[src/rtl/arp_rx.sv]
// arp_rx: GMII receive-side ARP parser; reports sender MAC/IP of ARP requests/replies targeting this board.
module arp_rx #(
  parameter logic [47:0] BOARD_MAC = 48'h00_11_22_33_44_55,
  parameter logic [31:0] BOARD_IP  = {8'd192, 8'd168, 8'd1, 8'd123}
) (
  input  logic        clk,
  input  logic        rst_n,
  input  logic        gmii_rx_dv,
  input  logic [7:0]  gmii_rxd,
  output logic        arp_rx_done,
  output logic        arp_rx_type,
  output logic [47:0] src_mac,
  output logic [31:0] src_ip
);
  typedef enum logic [2:0] {IDLE, PREAMBLE, ETH_HEAD, ARP_DATA, RX_END} state_t;
  state_t state, state_nx;
  logic [4:0]  cnt;
  logic [39:0] sr;
  logic [47:0] sr_nx;
  logic [47:0] sha;
  logic [31:0] spa;
  logic [15:0] oper;
  logic        dst_ok;
  logic        eth_pass;
  logic        arp_pass;
  // sr_nx always holds the most recent six bytes including the current one
  assign sr_nx    = {sr, gmii_rxd};
  assign eth_pass = dst_ok && sr_nx[15:0] == 16'h0806;
  assign arp_pass = sr_nx[31:0] == BOARD_IP && (oper == 16'd1 || oper == 16'd2);
  always_comb begin
    state_nx = state;
    case (state)
      IDLE:     state_nx = !gmii_rx_dv ? IDLE : gmii_rxd == 8'h55 ? PREAMBLE : RX_END;
      PREAMBLE: state_nx = !gmii_rx_dv ? IDLE :
                           cnt < 5'd7 ? (gmii_rxd == 8'h55 ? PREAMBLE : RX_END) :
                                        (gmii_rxd == 8'hd5 ? ETH_HEAD : RX_END);
      ETH_HEAD: state_nx = !gmii_rx_dv ? IDLE : cnt == 5'd13 ? (eth_pass ? ARP_DATA : RX_END) : ETH_HEAD;
      ARP_DATA: state_nx = !gmii_rx_dv ? IDLE : cnt == 5'd27 ? RX_END : ARP_DATA;
      default:  state_nx = !gmii_rx_dv ? IDLE : RX_END;
    endcase
  end
  always_ff @(posedge clk or negedge rst_n) begin
    if (!rst_n) begin
      state <= IDLE;
      cnt   <= '0;
    end else begin
      state <= state_nx;
      cnt   <= state_nx != state ? (state_nx == PREAMBLE ? 5'd1 : 5'd0) :
               gmii_rx_dv ? cnt + 5'd1 : cnt;
    end
  end
  always_ff @(posedge clk or negedge rst_n) begin
    if (!rst_n) begin
      sr          <= '0;
      sha         <= '0;
      spa         <= '0;
      oper        <= '0;
      dst_ok      <= 1'b0;
      arp_rx_done <= 1'b0;
      arp_rx_type <= 1'b0;
      src_mac     <= '0;
      src_ip      <= '0;
    end else begin
      arp_rx_done <= 1'b0;
      if (gmii_rx_dv && (state == ETH_HEAD || state == ARP_DATA)) sr <= sr_nx[39:0];
      if (gmii_rx_dv && state == ETH_HEAD && cnt == 5'd5) dst_ok <= sr_nx == BOARD_MAC || sr_nx == '1;
      if (gmii_rx_dv && state == ARP_DATA) begin
        if (cnt == 5'd7)  oper <= sr_nx[15:0];
        if (cnt == 5'd13) sha  <= sr_nx;
        if (cnt == 5'd17) spa  <= sr_nx[31:0];
        if (cnt == 5'd27 && arp_pass) begin
          arp_rx_done <= 1'b1;
          arp_rx_type <= oper == 16'd2;
          src_mac     <= sha;
          src_ip      <= spa;
        end
      end
    end
  end
endmodule
[config.mk]
export PLATFORM = sky130hd
export DESIGN_NAME = arp_rx
export DESIGN_NICKNAME = d
export VERILOG_FILES = /design/src/rtl/arp_rx.sv
export SDC_FILE = /design/constraint.sdc
export NUM_CORES = 1
export LEC_CHECK = 0
export ABC_CLOCK_PERIOD_IN_PS = 4200
export BUFFER_PORTS_ARGS = -buffer_cell sky130_fd_sc_hd__buf_4
export CORE_MARGIN = 3
export CORE_UTILIZATION = 40
export DETAILED_ROUTE_END_ITERATION = 16
export GPL_TIMING_DRIVEN = 0
export SYNTH_ARGS = -nofsm -noshare
export SYNTH_HDL_FRONTEND = slang
export SYNTH_SLANG_ARGS = --single-unit
export TNS_END_PERCENT = 50
[constraint.sdc]
create_clock -name clk -period 4.2 [get_ports clk]
set_input_delay 1.05 -clock clk [delete_from_list [all_inputs] [get_ports clk]]
set_output_delay 1.05 -clock clk [all_outputs]
set_load 0.02 [all_outputs]
# Word-level counts from Yosys, hierarchy flattened
# Index checks and enable logic that the tools add are counted.
# classes
n_eq_ne	18
n_mux	17
reduce_logical	16
addsub	1
magnitude_cmp	1
# ops
cell	count
$eq 48x37->1 const B	1
$eq 48x48->1 const B	1
$mux 3	11
$eq 32x32->1 const B	1
$eq 16x1->1 const B	1
$eq 16x12->1 const B	1
$eq 16x2->1 const B	1
$pmux 3 s4	1
$eq 5x3->1 const B	2
$eq 5x5->1 const B	2
$mux 5	2
$eq 8x7->1 const B	1
$eq 8x8->1 const B	1
$reduce_and 2->1	4
$logic_and 1x1->1	7
$eq 3x1->1 const B	2
$eq 3x2->1 const B	2
$add 5x1->5 const B	1
$eq 5x4->1 const B	1
$lt 5x3->1 const B	1
$logic_not 3->1	1
$logic_or 1x1->1	3
$mux 1	3
$ne 3x3->1	1
$reduce_bool 2->1	1
# totals
word_cells	64
ff_bits	227
inputBits	11
out_inout_bits	82

# Longest topological paths before layout
# depth
word_depth	9
depth_mapped	9
mapped_depth_nobuf	7

# Least setup slack after synthesis
# OpenSTA, ideal clock, no wires.
# synth_path
path_kind	in2reg
startpoint	input gmii_rxd[7]
endpoint	register arp_rx_type
stages	7
setup_ns	0.125
n_path_buf	2
arrival_time_ns	2.967
path_slack_ns	1.108
t_required_ns	4.075
cell_sequence	buf_2 or4_4 or3_4 nor3_4 nand3_4 buf_6 mux2_4
# synth_via
elab_chain_len	4
# synth_lines
item	line_no	rtl
start: declaration	9	input logic [7:0] gmii_rxd,
$eq 32x32->1	29	assign arp_pass = sr_nx[31:0] == BOARD_IP && (oper == 16'd1 || oper == 16'd2);
$logic_and 1x1->1	29	
$logic_and 1x1->1	71	if (cnt == 5'd27 && arp_pass) begin
$reduce_and 2->1 (no source line)	n/a	
end signal: assignment	60	arp_rx_type <= 1'b0;
end signal: assignment	73	arp_rx_type <= oper == 16'd2;
end: declaration	11	output logic arp_rx_type,
# Every way passes these cells.
# A chain may end at the register's enable or synchronous reset.

# Final worst setup path
# layout_path
startpoint	register state[1]
endpoint	register sha[30]
# layout_via
elab_chain_len	3
# layout_lines
item	line_no	rtl
start: declaration	16	state_t state, state_nx;
start signal: assignment	47	state <= state_nx;
$eq 3x2->1	67	if (gmii_rx_dv && state == ARP_DATA) begin
$logic_and 1x1->1	67	
$reduce_and 2->1 (no source line)	n/a	
end signal: assignment	69	if (cnt == 5'd13) sha <= sr_nx;
end: declaration	20	logic [47:0] sha;
# Every way passes these cells.

==> out/metrics.csv <==
stage;metric;value;unit
run_status;status;finished clean;
routing;first_pass_iters;5;
critical_path;end_kind;flop;
cells_and_area;antennaDiodeCount;0;
routing;ant_nets;0;
cts;cts_buffers;25;
die;dieArea;25540;sq um
cts;clk_path_buf_depth;3;
cells_and_area;multiInputGateArea;3552;sq um
global_routing;grt_pass1_wl;34960;um
critical_path;required;4580;ps
cells_and_area;n_fill_cell;1981;
routing;viasPerCell;5.129;
routing;vias;5811;
yosys;ys_seq_area_frac;0.6003;
die;io_pins;93;
cts;cts_setup_buffers;0;
sta;fin_crit;3219;ps
critical_path;crit_buf_inv;4;
pwr;p_switching;0.9411;mW
placement;dpl.hpwl;14360;um
critical_path;timing.critical_path.max_delay_family;buffers and inverters;
yosys;yosysWarningCount;0;
placement;port_buffers;91;
die;initial_core_util;0.4129;
yosys;synth_cell_types;53;
cts;insertion_delay;530;ps
pwr;cell_internal_pwr;3.538;mW
sta;worst_hold_slack;502.5;ps
critical_path;critPathMaxStageDelay;630;ps
yosys;syn_inst;684;
yosys;synth_fp_nets;697;
critical_path;path_common_cell;clkbuf_1;
critical_path;start_kind;flop;
critical_path;rr_endpoint;sha[30];
placement;dpl-instance-area;10570;sq um
hold_path;min_from;spa[15];
hold_path;hold_class;reg2reg;
pwr;ir_worst_vdd;0.0002497;V
routing;wl_per_cell;18.79;um
sta;finalCritPeriodShare;0.7665;
yosys;synth_common_cells;dfrtp_1 (227), nand2_1 (133), mux2_2 (98);
hold_path;whs_path_depth;1;
pwr;clock_power_share;0.489;
cts;clk_pin_slew_worst_paths;60;ps
die;die-height;159.8;um
flow_run;maxCapViolations;0;
critical_path;cp_slowest_cell;buf_1;
die;fp.dieW;159.8;um
cells_and_area;final_net_count;816;
pwr;switching_share;0.2101;
sta;relSlewSlack;0.4116;
sta;rsz0062_at_grt;false;
pwr;comb_power_share;0.020;
yosys;synth_top_area_cell;dfrtp_1;
sta;finalHoldViolCount;0;
pwr;power_density;392.5;nW/um^2
routing;drt_iter0_markers;432;
yosys;synth_edf_count;0;
routing;wl;21290;um
global_routing;grt_use_total;0.1679;
yosys;synth-seq-cells;227;
yosys;ys_top_cells_by_area;dfrtp_1 (60%), mux2_4 (13%), mux2_2 (12%);
cts;clock_sinks;227;
sta;finalSetupViolCount;0;
yosys;synth_top_area_share;0.6003;
sta;finalSetupTns;0;ps
global_routing;grt_antenna_before_repair;0;
cells_and_area;syn_to_final_growth;20.61;%
critical_path;regToRegSetupSlack;980;ps
yosys;netlist_area;9463;sq um
cells_and_area;drive_gt1_frac;0.4110;
routing;drcViolationCount;0;
yosys;yosys.cell_count.top_type;dfrtp_1;
global_routing;gr-total-overflow;0;
sta;finalWorstSetupSlack;980.8;ps
yosys;ys.flop_type;dfrtp_1;
die;core-area;22920;sq um
hold_path;hold_end;src_ip[15];
critical_path;path_class;reg2reg;
yosys;syn_area_per_cell;13.83;sq um
cells_and_area;fin_area;11410;sq um
cts;cts_root_buffer;clkbuf_16;
cts;cts_max_level;1;
die;rows;55;
sta;max_freq;310.6;MHz
cells_and_area;seq_area;5680;sq um
cts;cts_tree;yes;
pwr;p_seq_frac;0.490;
cts;cts-resized-gates;0;
global_routing;grt_max_degree;120;
yosys;async_flop_share;1.000;
critical_path;reg2regPathDepth;8;
critical_path;crit_arrival;3600;ps
placement;gp_congestion;0.8562;
pwr;p_leak;6.054;nW
placement;post-place-ws;474.3;ps
critical_path;cp.depth;8;
critical_path;path_max_fanout;10;
global_routing;grt_pass1_vias;6132;
critical_path;path_cells;clkbuf_1, and3b_1, clkbuf_1, nand2_1, nor2_1, buf_1, buf_2, mux2_2;
sta;tightest_slew;882.5;ps
critical_path;timing.rr.start;state[1];
sta;skew;26.82;ps
cts;cts_hold_buf;0;
sta;drv_slew;0;
==> registers in the layout, summed over array words and instances (netlist names) <==
signal and cells:
oper 16, spa 32, cnt 5, dst_ok 1, arp_rx_done 1, state 3, src_mac 48, sha 48
arp_rx_type 1, sr 40, src_ip 32
==> cell type report <==
cell class	count	area share
clock buffers	33	0.06271
clock inverters	11	0.01096
plain buffers	37	0.01886
flip-flops and latches	227	0.4977
repair buffers	92	0.06293
inverters	4	0.001316
multi-input cells	416	0.3112
well taps	313	0.03431
==> placed cells by master (no fill, tap or decap), types with 5 or more instances in the layout <==
| master | Yosys | routed |
|---|---|---|
| clkbuf_1 | 17 | 19 |
| clkbuf_8 | 0 | 6 |
| o21ai_0 | 5 | 5 |
| buf_6 | 8 | 8 |
| xor2_1 | 5 | 5 |
| buf_4 | 0 | 90 |
| nand3_1 | 5 | 5 |
| mux2_4 | 80 | 80 |
| mux2_2 | 98 | 98 |
| nor3_1 | 8 | 8 |
| nor4_1 | 15 | 15 |
| nand4_1 | 14 | 14 |
| nand2_1 | 133 | 133 |
| buf_2 | 7 | 7 |
| clkbuf_16 | 0 | 25 |
| dfrtp_1 | 227 | 227 |
| nor2_1 | 7 | 7 |
==> power by group through the flow <==
| stage | clock [mW] | combinational (mW) | sequential [mW] |
|---|---|---|---|
| final | 2.19 | 0.0916 | 2.20 |
| after global routing | 2.35 | 0.106 | 2.19 |
| after CTS | 2.25 | 0.0956 | 2.20 |
| after detailed placement | 0 | 0.0952 | 2.24 |
| after global placement | 0 | 0.0875 | 2.24 |
| after floorplan | 0 | 0.0246 | 2.23 |
==> cells by family after synthesis <==
logic type / Yosys count / share of synthesized area
xor+xnor: 5 / 0.004628
buf+inv: 41 / 0.02433
compound gates: 22 / 0.01732
fa+ha+maj: 2 / 0.002644
simple gates: 209 / 0.1072
mux: 178 / 0.2436
flops: 227 / 0.6003
==> worst max-delay path by stage <==
stage | from | end | slack [ps]
detailed placement | gmii_rx_dv | sha[30] | 470
finish | state[1] | sha[30] | 980
global placement | gmii_rx_dv | sha[33] | 500
CTS | state[1] | sha[30] | 920
global route | state[1] | sha[30] | 760
floorplan | gmii_rxd[7] | arp_rx_type | 1110
==> metrics by stage <==
stage	util	power, mW	std cells
final	0.4981	4.479	1133
after global routing	0.4981	4.646	1133
after CTS	0.4981	4.538	1133
after detailed placement	0.4614	2.331	1089
after global placement	0.4598	2.323	1088
after floorplan	-	2.260	684
==> layer usage <==
layer	track usage	part of all wire	vias to the layer above
li1	-	-	2648
met1	0.2408	0.46	2941
met2	0.2686	0.47	187
met3	0.02931	0.054	35
met4	0.03905	0.020	0
met5	0	0	-
==> worst reg2reg max path, cell delays in order (launching register included) <==
cell	delay (ps)
dfrtp_1	320
clkbuf_1	290
and3b_1	210
clkbuf_1	280
nand2_1	270
nor2_1	330
buf_1	630
buf_2	380
mux2_2	370
Note: power is estimated with default switching activity, not from simulation.
